### src/rtl/fifo_uart_tx.sv
`default_nettype none
// +----------------------------------------------------------------------------+
// | Module   : fifo_uart_tx                                                    |
// | Purpose  : Drains a first-word-fall-through byte FIFO and serializes each  |
// |            byte as a UART frame (start, 8 data LSB-first, stop bits).      |
// | Revision : 1.0 - initial release                                           |
// +----------------------------------------------------------------------------+
module fifo_uart_tx #(
  parameter int CLKS_PER_BIT = 434,
  parameter int STOP_BITS    = 1
) (
  input  logic       clk,
  input  logic       rst_n,
  input  logic       en,
  input  logic       fifo_empty,
  input  logic [7:0] fifo_dout,
  output logic       fifo_dequeue,
  output logic       tx,
  output logic       busy
);

  localparam int               c_cnt_w     = (CLKS_PER_BIT > 1) ? $clog2(CLKS_PER_BIT) : 1;
  localparam logic [c_cnt_w-1:0] c_baud_last = c_cnt_w'(CLKS_PER_BIT - 1);
  localparam logic [2:0]       c_stop_last = 3'(STOP_BITS - 1);
  localparam logic [2:0]       c_data_last = 3'd7;

  typedef enum logic [1:0] {
    S_IDLE  = 2'd0,
    S_START = 2'd1,
    S_DATA  = 2'd2,
    S_STOP  = 2'd3
  } state_t;

  state_t               r_state;
  state_t               w_state_nxt;
  logic [c_cnt_w-1:0]   r_baud;
  logic [c_cnt_w-1:0]   w_baud_nxt;
  logic [2:0]           r_bit;
  logic [2:0]           w_bit_nxt;
  logic [7:0]           r_shift;
  logic [7:0]           w_shift_nxt;
  logic                 r_tx;
  logic                 w_tx_nxt;
  logic                 r_busy;
  logic                 w_busy_nxt;
  logic                 w_load;
  logic                 w_baud_last;
  logic                 w_deq;

  // State, counters, shift register and the registered line outputs.
  always_ff @(posedge clk or negedge rst_n) begin
    if (!rst_n) begin
      r_state <= S_IDLE;
      r_baud  <= '0;
      r_bit   <= '0;
      r_shift <= '0;
      r_tx    <= 1'b1;
      r_busy  <= 1'b0;
    end else begin
      r_state <= w_state_nxt;
      r_baud  <= w_baud_nxt;
      r_bit   <= w_bit_nxt;
      r_shift <= w_shift_nxt;
      r_tx    <= w_tx_nxt;
      r_busy  <= w_busy_nxt;
    end
  end

  // Next-state logic; tx/busy are derived from the next state so they are
  // registered and change exactly on bit boundaries.
  always_comb begin
    w_load      = en & ~fifo_empty;
    w_baud_last = (r_baud == c_baud_last);
    w_state_nxt = r_state;
    w_baud_nxt  = r_baud;
    w_bit_nxt   = r_bit;
    w_shift_nxt = r_shift;
    w_deq       = 1'b0;

    case (r_state)
      S_IDLE: begin
        if (w_load) begin
          w_deq       = 1'b1;
          w_shift_nxt = fifo_dout;
          w_state_nxt = S_START;
          w_baud_nxt  = '0;
          w_bit_nxt   = '0;
        end
      end
      S_START: begin
        if (w_baud_last) begin
          w_state_nxt = S_DATA;
          w_baud_nxt  = '0;
          w_bit_nxt   = '0;
        end else begin
          w_baud_nxt = r_baud + 1'b1;
        end
      end
      S_DATA: begin
        if (w_baud_last) begin
          w_baud_nxt  = '0;
          w_shift_nxt = {1'b0, r_shift[7:1]};
          if (r_bit == c_data_last) begin
            w_state_nxt = S_STOP;
            w_bit_nxt   = '0;
          end else begin
            w_bit_nxt = r_bit + 3'd1;
          end
        end else begin
          w_baud_nxt = r_baud + 1'b1;
        end
      end
      S_STOP: begin
        if (w_baud_last) begin
          w_baud_nxt = '0;
          if (r_bit == c_stop_last) begin
            w_bit_nxt = '0;
            // Chain straight into the next start bit when another byte waits.
            if (w_load) begin
              w_deq       = 1'b1;
              w_shift_nxt = fifo_dout;
              w_state_nxt = S_START;
            end else begin
              w_state_nxt = S_IDLE;
            end
          end else begin
            w_bit_nxt = r_bit + 3'd1;
          end
        end else begin
          w_baud_nxt = r_baud + 1'b1;
        end
      end
      default: begin
        w_state_nxt = S_IDLE;
      end
    endcase

    case (w_state_nxt)
      S_START: w_tx_nxt = 1'b0;
      S_DATA:  w_tx_nxt = w_shift_nxt[0];
      default: w_tx_nxt = 1'b1;
    endcase
    w_busy_nxt = (w_state_nxt != S_IDLE);
  end

  // The pop strobe is combinational; holding it low during reset keeps the
  // FIFO untouched while the state register is forced to idle.
  assign fifo_dequeue = w_deq & rst_n;
  assign tx           = r_tx;
  assign busy         = r_busy;

endmodule
`default_nettype wire

### config.mk
export PLATFORM = sky130hd
export DESIGN_NAME = fifo_uart_tx
export DESIGN_NICKNAME = d
export VERILOG_FILES = /design/src/rtl/fifo_uart_tx.sv
export SDC_FILE = /design/constraint.sdc
export NUM_CORES = 1
export LEC_CHECK = 0
export BUFFER_PORTS_ARGS = -buffer_cell sky130_fd_sc_hd__buf_2
export CORE_MARGIN = 2
export CORE_UTILIZATION = 43
export DETAILED_ROUTE_END_ITERATION = 10
export GPL_TIMING_DRIVEN = 1
export SYNTH_ARGS = -nofsm -noshare
export SYNTH_HDL_FRONTEND = slang
export SYNTH_SLANG_ARGS = --single-unit
### constraint.sdc
create_clock -name clk -period 4.7 [get_ports clk]
set_input_delay 0.705 -clock clk [delete_from_list [all_inputs] [get_ports clk]]
set_output_delay 0.705 -clock clk [all_outputs]
set_load 0.005 [all_outputs]
==> results_dict.tcl, run 1 <==
set metrics [dict create \
    run_status "finished clean" \
    clkPwrFrac 0.406 \
    synth_fp_nets 186 \
    dr.first_iter.drc_count 82 \
    die_y_um 64.3 \
    met3_length_um 120 \
    crit_required_ns 3.99 \
    routed_wl_mm 3.10 \
    cap_violations 0 \
    hold_violations 0 \
    cts.clk_slew.worst_paths_ns 0.14 \
    fin_crit_sh 0.648 \
    rows 21 \
    dp_slack_ns 2.03 \
    grt_first_pass_wirelength_mm 5.65 \
    h-tree-depth 1 \
    io_buffer_count 14 \
    final_cells 220 \
    core_area_sq_um 3420 \
    cts_root_buf "clkbuf_4" \
    synth_seq_cells 24 \
    cp-end-kind "output pin" \
    drcViolationCount 0 \
    powerDensity_nw_per_um2 219 \
    grt_pass1_vias 1229 \
    final_common_cell "dfrtp_1" \
    synthArstFlopShare 1.00 \
    cp-start-kind "flop" \
    fillers 320 \
    via_count 1236 \
    path_max_fanout 9 \
    yosys_warnings 0 \
    cts_resized 0 \
    clock_path_buffers 2 \
    crit_type "flop to output pin" \
    layout.nets 198 \
    netSwitchingFraction 0.203 \
    route.met2.wl_mm 1.52 \
    rsz0062_at_grt "no" \
    cts_tree "yes" \
    setup_viol_count_final 0 \
    synth.yosys.seq_area_share 0.385 \
    relSlewSlack 0.471 \
    ys_types 45 \
    cts.sinks 24 \
    antenna_cells 0 \
    drv_slew 0 \
    ant_nets 0 \
    hold_buffers 0 \
    first_pass_iters 4 \
    highest_layer "met4" \
    p_leak_nw 0.762 \
    p_seq_frac 0.551 \
    irDropWorstVdd_mv 0.132 \
    fin_skew_ns 0.00334 \
    synth_ff_type "dfrtp_1" \
    tns_ns 0 \
    rr_worst_depth 6 \
    tightestPinTransition_ns 0.783 \
    io_pins 15 \
    setup_ws_ns 1.65 \
    netlist_area_sq_um 1560 \
    syn_area_per_cell_sq_um 9.59 \
    start_util 0.458 \
    vias_per_cell 5.62 \
    place.gp.congestion 0.817 \
    dp_hpwl_mm 2.30 \
    critPathArrivalTime_ns 2.34 \
    power.switching_uw 76.1 \
    combPwrFrac 0.043 \
    clock.fmax_mhz 328 \
    grt_usage 0.171 \
    grt_max_degree 26 \
    antenna_found_initial 0 \
    placed_cells 216 \
    grt-ovfl-total 0 \
    die_w_um 64.3 \
    dieArea_sq_um 4130 \
    min_path_type "primary input to asynchronous set/reset pin" \
    wl_met1_mm 1.43 \
    area_growth_pct 9.77 \
    synth-edff-count 0 \
    cts_setup_buffers 0 \
    finalCriticalPeriod_ns 3.05 \
    clock_latency_ns 0.32 \
    synthCells 163 \
    internal-power_uw 300 \
    final_cell_mix "dfrtp_1 (23), nand2_1 (17), buf_2 (14)" \
    numCtsBuffers 3 \
    wire_per_inst_um 14.1 \
    drive_above_1_share 0.155 \
]
## stage by stage
step	hold slack (ns)	util	total power [mW]	cell area, sq um
6_report	0.350	0.502	0.376	1720
3_3_place_gp	0.479	0.487	0.227	1660
2_1_floorplan	0.409	-	0.217	1560
5_1_grt	0.360	0.502	0.394	1720
3_5_place_dp	0.487	0.487	0.227	1660
4_1_cts	0.357	0.502	0.380	1720
## power groups by stage
| stage | logic, mW | clock network (mW) | registers, mW |
|---|---|---|---|
| 4_1_cts | 0.0165 | 0.156 | 0.207 |
| 5_1_grt | 0.0180 | 0.168 | 0.207 |
| 3_5_place_dp | 0.0164 | 0 | 0.211 |
| 3_3_place_gp | 0.0160 | 0 | 0.211 |
| 2_1_floorplan | 0.00651 | 0 | 0.211 |
| 6_report | 0.0160 | 0.153 | 0.207 |
## area by class of cell
cell class,instances,area [sq um],share of cell area
Clock buffer,3,22.5,0.0131
Clock inverter,1,30.0,0.0175
Inverter,7,26.3,0.0153
Multi-Input combinational cell,125,907,0.529
Sequential cell,24,602,0.351
Tap cell,46,57.6,0.0336
Timing Repair Buffer,14,70.1,0.0408
## synth_stat cells, types with 2 or more instances
library cell / number / area (sq um)
mux2i_1: 6 / 60.1
xnor2_1: 5 / 43.8
nand3_1: 4 / 20.0
o21ai_1: 4 / 20.0
o21ai_0: 11 / 55.1
xor2_1: 3 / 26.3
and3_1: 4 / 25.0
clkbuf_1: 5 / 18.8
dfrtp_1: 23 / 576
inv_1: 7 / 26.3
a21oi_1: 5 / 25.0
o31ai_4: 2 / 42.5
ha_1: 11 / 138
a211oi_1: 2 / 15.0
nor2b_1: 3 / 18.8
nand2b_1: 3 / 18.8
a31oi_1: 2 / 12.5
nand2_1: 17 / 63.8
a311oi_1: 2 / 17.5
a22o_1: 8 / 70.1
nor2_1: 10 / 37.5
nor3_1: 3 / 15.0
## state kept, by name, summed over array words and instances (netlist names)
register and flops:
r_baud 9, r_shift 8, r_state 2, busy 1, tx 1, r_bit 3
## worst paths after layout
check	from	to	slack [ns]
worst max register to register	r_state[0]	r_shift[6]	2.47
max in group asynchronous	rst_n	tx	3.98
worst max-delay path	r_baud[2]	fifo_dequeue	1.65
worst min-delay path	rst_n	busy	0.35
worst min register to register	r_shift[7]	r_shift[7]	0.52
min in group clk	r_shift[7]	r_shift[7]	0.52
## metal layers
metal,vias up,global-route usage
met3,4,0.0264
met2,22,0.284
met5,-,0
met4,0,0.0479
met1,599,0.231
li1,611,-
## cells by family after synthesis
logic type | synth area share
muxes | 0.0456
adders and majority gates | 0.0881
AOI/OAI and AO/OA | 0.214
xor gates and xnor gates | 0.0448
DFF | 0.385
and+or+nand+nor | 0.188
buffers and inverters | 0.0344
## worst max-delay path: stages (launching register included)
cell,delay [ns]
dfrtp_1,0.46
nor4b_2,0.52
a41oi_1,0.46
nor4b_1,0.42
buf_2,0.17
Power figures use the tool's default switching activity.
==> run 2: changes to the inputs <==
- ABC_AREA: default -> 1
- clock period: 4.7 -> 3.2 ns (I/O delays scaled with it)
==> results_dict.tcl, run 2 <==
set metrics [dict create \
    start_util 0.447 \
    cts_root_buf "clkbuf_8" \
    numCtsBuffers 3 \
    wire_per_inst_um 11.8 \
    routed_wl_mm 3.28 \
    hold_violations 0 \
    r2r_slack_ns 1.25 \
    syn_area_per_cell_sq_um 7.69 \
    yosys.area.top_type "dfrtp_1" \
    clock.fmax_mhz 414 \
    grt_first_pass_wirelength_mm 5.94 \
    crit_top_cell "inv_1" \
    synth_seq_cells 24 \
    path_max_fanout 8 \
    tightestPinTransition_ns 0.417 \
    yosys_warnings 0 \
    synth_fp_nets 234 \
    final_common_cell "nand2_1" \
    yosys-top-cells-count "nand2_1 (45), inv_1 (36), dfrtp_1 (23)" \
    cap_violations 0 \
    grt_max_degree 25 \
    synth_top_area_frac 0.355 \
    cp_slowest_cell "dfrtp_1" \
    netlist_area_sq_um 1620 \
    cp-end-kind "output pin" \
    first_pass_iters 4 \
    synth-edff-count 0 \
    synth.yosys.seq_area_share 0.371 \
    io_pins 15 \
    fin_crit_sh 0.754 \
    clock_path_buffers 2 \
    cts.clk_slew.worst_paths_ns 0.09 \
    irDropWorstVdd_mv 0.548 \
    clock_latency_ns 0.27 \
    fillers 392 \
    io_buffer_count 14 \
    largest_reg_flops 9 \
    run_status "finished clean" \
    met3_length_um 91 \
    place.gp.congestion 0.809 \
    reg2reg_from "r_state[1]" \
    multi_input_area_sq_um 873 \
    placed_cell_area_sq_um 1760 \
    finalCriticalPeriod_ns 2.41 \
    drive_above_1_share 0.175 \
    dp_hpwl_mm 2.44 \
    powerDensity_nw_per_um2 960 \
    synthCells 211 \
    critPathTopFamily "simple AND/OR/NAND/NOR gates" \
    ys_types 32 \
    drcViolationCount 0 \
    hold_buffers 0 \
    route.met2.wl_mm 1.53 \
    rr_worst_depth 9 \
    critPathBufInv 3 \
    area_growth_pct 11.6 \
    p_leak_nw 0.936 \
    rsz0062_at_grt "no" \
    final_core_util 0.499 \
    largest_register "r_baud" \
    fin_skew_ns 0.00352 \
    cts_setup_buffers 0 \
    layout.nets 253 \
    setup_viol_count_final 0 \
    relSlewSlack 0.721 \
    rows 22 \
    grt_pass1_vias 1312 \
    highest_layer "met4" \
    cts.sinks 24 \
    yosysMostFrequentCell "nand2_1" \
    synth_ff_type "dfrtp_1" \
    via_count 1379 \
    largestRegisters "r_baud x9, r_shift x8, r_bit x3" \
    grt_usage 0.177 \
    crit_required_ns 2.72 \
    dr.first_iter.drc_count 43 \
    cts_tree "yes" \
    vias_per_cell 4.98 \
    critPathArrivalTime_ns 1.93 \
    synthArstFlopShare 1.00 \
    cts_resized 0 \
    final_cell_mix "nand2_1 (45), inv_1 (36), dfrtp_1 (23)" \
    ant_nets 0 \
    regArea_sq_um 602 \
    core_area_sq_um 3630 \
    die_w_um 65.4 \
    cp-start-kind "flop" \
    path_cells "ha_1 > inv_1 > nor2_1 > nand3_1 > nand2_2 > inv_1 > nor4_1 > buf_2" \
    drv_slew 0 \
    antenna_cells 0 \
    grt-ovfl-total 0 \
    tns_ns 0 \
    stdcell_area_sq_um 1810 \
    antenna_found_initial 0 \
    cp_slowest_stage_delay_ns 0.44 \
    min_path_type "primary input to asynchronous set/reset pin" \
    r2r-end "r_baud[7]" \
    dieArea_sq_um 4280 \
    crit_type "flop to output pin" \
    wl_met1_mm 1.64 \
    h-tree-depth 1 \
    yosys-top-cells-area "dfrtp_1 (35%), nand2_1 (10%), ha_1 (8.5%), inv_1 (8.3%), nand3_1 (4.0%)" \
    die_y_um 65.4 \
]
run 2: final cells by class:
class / count / share of cell area
clock buffer: 4 / 0.0304
timing repair buffer: 15 / 0.0428
inverter: 38 / 0.0794
sequential: 24 / 0.332
multi-input combinational: 148 / 0.482
tap: 48 / 0.0331
run 2: cells by family (layout without fill, tap and decap cells):
group,count (synthesis),after routing,synth area share
AND/OR/NAND/NOR,94,94,0.288
AO/OA/AOI/OAI,40,40,0.150
buffers and inverters,39,57,0.0910
XOR/XNOR,3,3,0.0162
flip-flops,24,24,0.371
adder cells (fa/ha/maj),11,11,0.0848
run 2: power by group:
| group | switching [mW] | total, mW | internal (mW) |
|---|---|---|---|
| clock network | 0.0998 | 0.210 | 0.110 |
| logic | 0.603 | 0.960 | 0.357 |
| registers | 0.110 | 0.568 | 0.458 |
| total | 0.814 | 1.74 | 0.925 |
run 2: worst reg2reg max path, delay by kind of cell, from the launching register on:
kind | cells | cell delay, ns
AOI/OAI and AO/OA | 2 | 0.28
buffers and inverters | 3 | 0.44
DFF | 1 | 0.44
and+or+nand+nor | 3 | 0.56
adders and majority gates | 1 | 0.18
run 2: worst max-delay path by stage:
stage / start / to / cells past startpoint
6_report: r_state[0] / fifo_dequeue / 8
5_1_grt: r_state[0] / fifo_dequeue / 8
4_1_cts: r_state[0] / fifo_dequeue / 8
3_5_place_dp: r_state[0] / fifo_dequeue / 8
3_3_place_gp: r_state[0] / fifo_dequeue / 8
2_1_floorplan: r_state[0] / fifo_dequeue / 7
run 2: metal layers:
layer,track usage,vias up
li1,-,722
met1,0.247,631
met2,0.290,22
met3,0.0308,4
met4,0.0313,0
met5,0,-
run 2: stage by stage:
step	power [mW]	instances	hold slack, ns	worst slack (ns)
5_1_grt	1.93	277	0.247	0.533
4_1_cts	1.76	277	0.232	0.776
3_5_place_dp	1.54	273	0.474	1.09
3_3_place_gp	1.54	273	0.476	1.11
2_1_floorplan	1.33	211	0.184	1.35
6_report	1.74	277	0.222	0.786
